`config.mk`:
```
export PLATFORM = sky130hd
export DESIGN_NAME = mips_mc_controller
export DESIGN_NICKNAME = d
export VERILOG_FILES = /design/src/rtl/mips_mc_pkg.sv /design/src/rtl/mips_mc_aludec.sv /design/src/rtl/mips_mc_controller.sv
export SDC_FILE = /design/constraint.sdc
export NUM_CORES = 1
export LEC_CHECK = 0
export ABC_AREA = 0
export CELL_PAD_IN_SITES_DETAIL_PLACEMENT = 1
export CELL_PAD_IN_SITES_GLOBAL_PLACEMENT = 2
export CORE_UTILIZATION = 21
export DETAILED_ROUTE_END_ITERATION = 6
export GPL_ROUTABILITY_DRIVEN = 0
export HOLD_SLACK_MARGIN = 0.1
export PLACE_DENSITY_LB_ADDON = 0.1
export SLEW_MARGIN = 20
export SYNTH_ARGS = -nofsm -noshare
export SYNTH_HDL_FRONTEND = slang
export SYNTH_SLANG_ARGS = --single-unit
```
`constraint.sdc`:
```
create_clock -name clk -period 2.58 [get_ports clk]
set_input_delay 0.516 -clock clk [delete_from_list [all_inputs] [get_ports clk]]
set_output_delay 0.516 -clock clk [all_outputs]
set_load 0.02 [all_outputs]
```
`src/rtl/mips_mc_pkg.sv`:
```
// -----------------------------------------------------------------------------
// mips_mc_pkg
// Shared types and constants for the multicycle MIPS controller:
//   statetype_t  - controller FSM states
//   aluop_t      - coarse ALU request from the FSM (ADD, SUB, FUNCT)
//   OP_*         - primary opcodes (IR[31:26])
//   FN_*         - R-type funct codes (IR[5:0])
//   ALUC_*       - ALU control codes driven to the datapath
// -----------------------------------------------------------------------------
package mips_mc_pkg;

    typedef enum logic [3:0] {
        FETCH   = 4'd0,
        DECODE  = 4'd1,
        MEMADR  = 4'd2,
        MEMRD   = 4'd3,
        MEMWB   = 4'd4,
        MEMWR   = 4'd5,
        RTEX    = 4'd6,
        ALUWB   = 4'd7,
        BRANCH  = 4'd8,
        ADDIEX  = 4'd9,
        ADDIWB  = 4'd10,
        JUMP    = 4'd11,
        JR      = 4'd12,
        ILLEGAL = 4'd13
    } statetype_t;

    typedef enum logic [1:0] {
        ADD   = 2'd0,
        SUB   = 2'd1,
        FUNCT = 2'd2
    } aluop_t;

    localparam logic [5:0] OP_RTYPE = 6'b000000;
    localparam logic [5:0] OP_LW    = 6'b100011;
    localparam logic [5:0] OP_SW    = 6'b101011;
    localparam logic [5:0] OP_BEQ   = 6'b000100;
    localparam logic [5:0] OP_BNE   = 6'b000101;
    localparam logic [5:0] OP_ADDI  = 6'b001000;
    localparam logic [5:0] OP_J     = 6'b000010;

    localparam logic [5:0] FN_ADD = 6'b100000;
    localparam logic [5:0] FN_SUB = 6'b100010;
    localparam logic [5:0] FN_AND = 6'b100100;
    localparam logic [5:0] FN_OR  = 6'b100101;
    localparam logic [5:0] FN_SLT = 6'b101010;
    localparam logic [5:0] FN_NOR = 6'b100111;
    localparam logic [5:0] FN_JR  = 6'b001000;

    localparam logic [3:0] ALUC_ADD = 4'b0010;
    localparam logic [3:0] ALUC_SUB = 4'b0110;
    localparam logic [3:0] ALUC_AND = 4'b0000;
    localparam logic [3:0] ALUC_OR  = 4'b0001;
    localparam logic [3:0] ALUC_SLT = 4'b0111;
    localparam logic [3:0] ALUC_NOR = 4'b1100;

endpackage

```
`src/rtl/mips_mc_aludec.sv`:
```
// -----------------------------------------------------------------------------
// mips_mc_aludec
// Combinational ALU decoder.
//   aluop       in  2      coarse request from the FSM (aluop_t encoding)
//   funct       in  FW     R-type funct field
//   alucontrol  out ALUCW  ALU operation code
//   funct_legal out 1      funct is one of add/sub/and/or/slt/nor/jr
// -----------------------------------------------------------------------------
module mips_mc_aludec
    import mips_mc_pkg::*;
#(
    parameter int FW    = 6,
    parameter int ALUCW = 4
) (
    input  logic [1:0]       aluop,
    input  logic [FW-1:0]    funct,
    output logic [ALUCW-1:0] alucontrol,
    output logic             funct_legal
);

    // ALU operation select from the FSM request and funct field
    always_comb begin
        alucontrol = ALUCW'(ALUC_ADD);
        case (aluop_t'(aluop))
            ADD: alucontrol = ALUCW'(ALUC_ADD);
            SUB: alucontrol = ALUCW'(ALUC_SUB);
            FUNCT: begin
                case (funct)
                    FW'(FN_ADD): alucontrol = ALUCW'(ALUC_ADD);
                    FW'(FN_SUB): alucontrol = ALUCW'(ALUC_SUB);
                    FW'(FN_AND): alucontrol = ALUCW'(ALUC_AND);
                    FW'(FN_OR):  alucontrol = ALUCW'(ALUC_OR);
                    FW'(FN_SLT): alucontrol = ALUCW'(ALUC_SLT);
                    FW'(FN_NOR): alucontrol = ALUCW'(ALUC_NOR);
                    default:     alucontrol = ALUCW'(ALUC_ADD);
                endcase
            end
            default: alucontrol = ALUCW'(ALUC_ADD);
        endcase
    end

    // Supported R-type funct codes (jr included; the FSM routes it separately)
    always_comb begin
        funct_legal = 1'b0;
        case (funct)
            FW'(FN_ADD), FW'(FN_SUB), FW'(FN_AND), FW'(FN_OR),
            FW'(FN_SLT), FW'(FN_NOR), FW'(FN_JR): funct_legal = 1'b1;
            default:                              funct_legal = 1'b0;
        endcase
    end

endmodule

```
`src/rtl/mips_mc_controller.sv`:
```
// -----------------------------------------------------------------------------
// mips_mc_controller
// Multicycle MIPS control FSM (Moore). Sequences fetch/decode/execute/memory/
// writeback and drives every datapath enable and mux select.
//   clk, reset        clock, asynchronous active-high reset
//   op, funct, zero   instruction fields and ALU zero flag
//   mem_ready         memory finished the current access this cycle
//   iord .. pcen      datapath selects/enables
//   alucontrol        ALU operation code
//   illegal           one-cycle pulse on an unsupported instruction
//   busy_wait         FSM is stalled waiting for mem_ready
// All outputs are held at 0 while reset is high.
// -----------------------------------------------------------------------------
module mips_mc_controller
    import mips_mc_pkg::*;
#(
    parameter int OPW    = 6,
    parameter int FW     = 6,
    parameter int ALUCW  = 4,
    parameter bit MEM_HS = 1'b1
) (
    input  logic             clk,
    input  logic             reset,
    input  logic [OPW-1:0]   op,
    input  logic [FW-1:0]    funct,
    input  logic             zero,
    input  logic             mem_ready,
    output logic             iord,
    output logic             memread,
    output logic             memwrite,
    output logic             irwrite,
    output logic             regdst,
    output logic             memtoreg,
    output logic             regwrite,
    output logic             alusrca,
    output logic [1:0]       alusrcb,
    output logic [1:0]       pcsrc,
    output logic             pcen,
    output logic [ALUCW-1:0] alucontrol,
    output logic             illegal,
    output logic             busy_wait
);

    statetype_t       state_q, state_d;
    aluop_t           aluop_s;
    logic             rdy_s, funct_legal_s;
    logic [ALUCW-1:0] aluc_s;
    logic             iord_s, memread_s, memwrite_s, irwrite_s, regdst_s;
    logic             memtoreg_s, regwrite_s, alusrca_s, pcen_s, illegal_s, busy_s;
    logic [1:0]       alusrcb_s, pcsrc_s;

    // Without a handshake the memory is assumed to answer in one cycle
    assign rdy_s = MEM_HS ? mem_ready : 1'b1;

    mips_mc_aludec #(.FW(FW), .ALUCW(ALUCW)) u_aludec (
        .aluop       (aluop_s),
        .funct       (funct),
        .alucontrol  (aluc_s),
        .funct_legal (funct_legal_s)
    );

    // State register
    always_ff @(posedge clk or posedge reset) begin
        if (reset) begin
            state_q <= FETCH;
        end else begin
            state_q <= state_d;
        end
    end

    // Next-state and per-state control decode
    always_comb begin
        state_d    = FETCH;
        aluop_s    = ADD;
        iord_s     = 1'b0;
        memread_s  = 1'b0;
        memwrite_s = 1'b0;
        irwrite_s  = 1'b0;
        regdst_s   = 1'b0;
        memtoreg_s = 1'b0;
        regwrite_s = 1'b0;
        alusrca_s  = 1'b0;
        alusrcb_s  = 2'b00;
        pcsrc_s    = 2'b00;
        pcen_s     = 1'b0;
        illegal_s  = 1'b0;
        busy_s     = 1'b0;
        case (state_q)
            FETCH: begin
                memread_s = 1'b1;
                alusrcb_s = 2'b01;
                irwrite_s = rdy_s;
                pcen_s    = rdy_s;
                busy_s    = ~rdy_s;
                state_d   = rdy_s ? DECODE : FETCH;
            end
            DECODE: begin
                alusrcb_s = 2'b11;
                if (op == OPW'(OP_LW) || op == OPW'(OP_SW)) begin
                    state_d = MEMADR;
                end else if (op == OPW'(OP_RTYPE)) begin
                    if (funct == FW'(FN_JR)) begin
                        state_d = JR;
                    end else if (funct_legal_s) begin
                        state_d = RTEX;
                    end else begin
                        state_d = ILLEGAL;
                    end
                end else if (op == OPW'(OP_BEQ) || op == OPW'(OP_BNE)) begin
                    state_d = BRANCH;
                end else if (op == OPW'(OP_ADDI)) begin
                    state_d = ADDIEX;
                end else if (op == OPW'(OP_J)) begin
                    state_d = JUMP;
                end else begin
                    state_d = ILLEGAL;
                end
            end
            MEMADR: begin
                alusrca_s = 1'b1;
                alusrcb_s = 2'b10;
                state_d   = (op == OPW'(OP_SW)) ? MEMWR : MEMRD;
            end
            MEMRD: begin
                memread_s = 1'b1;
                iord_s    = 1'b1;
                busy_s    = ~rdy_s;
                state_d   = rdy_s ? MEMWB : MEMRD;
            end
            MEMWB: begin
                memtoreg_s = 1'b1;
                regwrite_s = 1'b1;
                state_d    = FETCH;
            end
            MEMWR: begin
                memwrite_s = 1'b1;
                iord_s     = 1'b1;
                busy_s     = ~rdy_s;
                state_d    = rdy_s ? FETCH : MEMWR;
            end
            RTEX: begin
                alusrca_s = 1'b1;
                aluop_s   = FUNCT;
                state_d   = ALUWB;
            end
            ALUWB: begin
                regdst_s   = 1'b1;
                regwrite_s = 1'b1;
                state_d    = FETCH;
            end
            BRANCH: begin
                alusrca_s = 1'b1;
                aluop_s   = SUB;
                pcsrc_s   = 2'b01;
                // bne inverts the sense of the zero flag
                pcen_s    = zero ^ (op == OPW'(OP_BNE));
                state_d   = FETCH;
            end
            ADDIEX: begin
                alusrca_s = 1'b1;
                alusrcb_s = 2'b10;
                state_d   = ADDIWB;
            end
            ADDIWB: begin
                regwrite_s = 1'b1;
                state_d    = FETCH;
            end
            JUMP: begin
                pcsrc_s = 2'b10;
                pcen_s  = 1'b1;
                state_d = FETCH;
            end
            JR: begin
                pcsrc_s = 2'b11;
                pcen_s  = 1'b1;
                state_d = FETCH;
            end
            ILLEGAL: begin
                illegal_s = 1'b1;
                state_d   = FETCH;
            end
            default: state_d = FETCH;
        endcase
    end

    // Reset forces every output low, including the ALU code
    assign iord       = reset ? 1'b0 : iord_s;
    assign memread    = reset ? 1'b0 : memread_s;
    assign memwrite   = reset ? 1'b0 : memwrite_s;
    assign irwrite    = reset ? 1'b0 : irwrite_s;
    assign regdst     = reset ? 1'b0 : regdst_s;
    assign memtoreg   = reset ? 1'b0 : memtoreg_s;
    assign regwrite   = reset ? 1'b0 : regwrite_s;
    assign alusrca    = reset ? 1'b0 : alusrca_s;
    assign alusrcb    = reset ? 2'b00 : alusrcb_s;
    assign pcsrc      = reset ? 2'b00 : pcsrc_s;
    assign pcen       = reset ? 1'b0 : pcen_s;
    assign alucontrol = reset ? {ALUCW{1'b0}} : aluc_s;
    assign illegal    = reset ? 1'b0 : illegal_s;
    assign busy_wait  = reset ? 1'b0 : busy_s;

endmodule
```
==> results.md <==
GRT
- largest net degree at the start of global routing: 20
- number of global-route vias before repair: 1219
- wire length of the first global-routing pass: 5610 µm
- number of antenna violations at the first check in global routing: 0
- total gr overflow: 0
- all-layer global routing usage: 17.1%

Yosys
- post-synthesis cell count: 122
- average instance area after synthesis: 6.77 µm²
- number of warnings printed during yosys synthesis: 0
- Cell Area, Synth: 826 µm²
- Mapped Nets: 140
- portion of the post-synthesis area used by sequential elements: 12.1%
- number of register bits inferred by synthesis: 4
- Distinct cells, synth: 43

STA
- count of endpoints failing hold in the final timing report: 0
- transition time of the tightest slew-check pin: 477 ps
- unrepaired setup endpoints after global routing: false
- count of final setup violators: 0
- final sum of negative setup slack: 0 ps
- maximum operating frequency: 402 MHz
- worst slew margin relative to its limit: 67.4%
- Post-Route Skew: 2.59 ps
- time the final worst path needs with I/O delays and setup: 2490 ps
- WHS: 595 ps
- max-slew violations: 0
- period utilization: 96.5%

Drt
- number of nets with antenna violations after routing: 0
- average detailed-routed wire length per instance: 13.9 µm
- via density per instance: 4.95
- total routed wirelength: 3310 µm
- DRC: 0
- via count: 1177
- drt first-iter violations: 62
- detailed-router iteration count before antenna repair: 4

Power
- Max rail drop VDD: 167 µV
- power density over cell area: 689 nW/µm²
- standby leakage power: 0.703 nW

Final layout
- most common cell after layout, fill and taps aside: buf_4
- ratio of cells with drive above 1 in the final layout: 30.0%
- largest registers: state_q: 4 flops
- synthesis-to-finish area growth: 83.8%
- number of inserted diodes: 0
- net count of the finished layout: 210
- leading cell types in the layout, fill and taps excluded: 37 x buf_4, 18 x clkdlybuf4s50_1, 15 x nor2_1
- Largest register FFs: 4
- Most flops, register: state_q

Critical path
- largest fanout on the critical path: 2
- critical path capture point type: output pin
- category of the worst setup path launch point: input port
- Worst EP required: 2060 ps
- Critical Path AT: 1970 ps
- category of the most critical setup path: in2out

Die
- Die ar.: 4190 µm²
- Die Ht: 64.7 µm
- total I/O pin count: 35
- initial core utilization: 22.2%
- horizontal die dimension: 64.7 µm
- Core Rows: 22
- Std-Cell Core Area: 3720 µm²

Status
- result of the run: complete, no violations

Clock network
- hold buffer count at CTS: 0
- clock root buffer: clkbuf_8
- post-CTS clock slew at the launch and capture registers of the worst setup and hold paths: 30 ps
- TritonCTS clock tree: built
- clock latency on the worst-skew pair: 210 ps
- TritonCTS buffer count: 3
- buffer levels on the longest clock path: 2
- number of H-tree branching levels: 1
- clock sink count: 4

Placement
- HPWL reported at the end of detailed placement: 2770 µm
- port bufs: 34

Flow run
- maxcap violations: 0

Hold path
- class of the tightest hold or removal check: in2async

## power breakdown
part | switching (mW) | internal, mW | leakage [nW]
Combinational | 0.427 | 0.387 | 0.630
Sequential | 0.0138 | 0.0885 | 0.0514
Clock | 0.0300 | 0.0992 | 0.0216
## metrics by stage
step           power [mW]  std cells  utilization (%)  instance area [µm²]  setup WS, ps
3_3_place_gp        0.918        235             39.7                 1480          -361
4_1_cts              1.04        238             40.4                 1500         0.420
5_1_grt              1.13        238             40.8                 1520          7.73
3_5_place_dp        0.928        235             39.7                 1480          -440
2_1_floorplan       0.549        122                -                  826           135
6_report             1.05        238             40.8                 1520          90.4
## worst max-delay path: stages
cell             delay [ps]
clkdlybuf4s50_1         460
nor4b_2                 330
and4_2                  250
o21ai_1                  80
a21oi_1                 160
buf_2                   180
## cells in the mapped netlist, drive strengths merged
cell type | instances | area share [%]
nor2 | 15 | 6.8
nor3 | 12 | 7.3
nand2 | 8 | 3.6
inv | 7 | 3.2
nand2b | 7 | 5.3
nor2b | 7 | 5.3
a21oi | 6 | 3.6
dfrtp | 4 | 12
nor4 | 4 | 3.0
o21ai | 4 | 2.4
o22a | 4 | 4.2
buf | 3 | 2.1
clkbuf | 3 | 1.4
nand3 | 3 | 1.8
nor4b | 3 | 3.9
o221ai | 3 | 3.2
a2111oi | 2 | 2.1
and3 | 2 | 1.5
ha | 2 | 3.0
mux2i | 2 | 2.4
nor3b | 2 | 1.8
or2 | 2 | 1.5
a211o | 1 | 1.1
a211oi | 1 | 0.91
a21o | 1 | 0.91
a31oi | 1 | 0.76
a41oi | 1 | 1.1
and4 | 1 | 1.2
and4b | 1 | 1.2
mux2 | 1 | 1.4
nand3b | 1 | 0.91
nand4bb | 1 | 1.4
o211ai | 1 | 0.91
o21ba | 1 | 1.2
o22ai | 1 | 0.76
o32ai | 1 | 1.1
or4 | 1 | 1.4
xnor2 | 1 | 1.1
xor2 | 1 | 1.1
## cell type report
class                           instances  area [µm²]
Fill cell                             501        2200
Clock buffer                            3        41.3
Timing Repair Buffer                   71         593
Multi-Input combinational cell        105         697
Inverter                                7        26.3
Sequential cell                         4         100
Tap cell                               48        60.1
## routing by layer
layer / GRT usage (%) / share of wire, %
met5: 0 / 0
met4: 5.28 / 0.88
met3: 1.58 / 1.1
met2: 32.7 / 54
met1: 19.6 / 44
## cell families (layout without fill, tap and decap cells)
kind of cell / Yosys count / count (layout) / share of synthesized area (%)
muxes: 3 / 3 / 3.79
AOI/OAI and AO/OA: 28 / 28 / 24.2
buffers and inverters: 13 / 81 / 6.67
DFF: 4 / 4 / 12.1
and+or+nand+nor: 70 / 70 / 48.0
adders and majority gates: 2 / 2 / 3.03
xor gates and xnor gates: 2 / 2 / 2.12
## final timing paths
path	endpoint	start	cells past startpoint	slack, ps
worst max-delay path	pcen	op[5]	6	90
min in group clk	state_q[0]$_DFF_PP0_	state_q[3]$_DFF_PP0_	2	750
worst max register to register	state_q[1]$_DFF_PP0_	state_q[1]$_DFF_PP0_	4	1000
worst min-delay path	state_q[1]$_DFF_PP0_	reset	3	600
worst min register to register	state_q[0]$_DFF_PP0_	state_q[3]$_DFF_PP0_	2	750
max in group asynchronous	state_q[0]$_DFF_PP0_	reset	3	1880
## repair_timing
action                     CTS  global route
pin swaps                    2             0
buffers inserted             0             0
gates resized for setup     31             7
setup endpoints to repair   14             7
No activity file was read; power rests on OpenSTA's default activity.
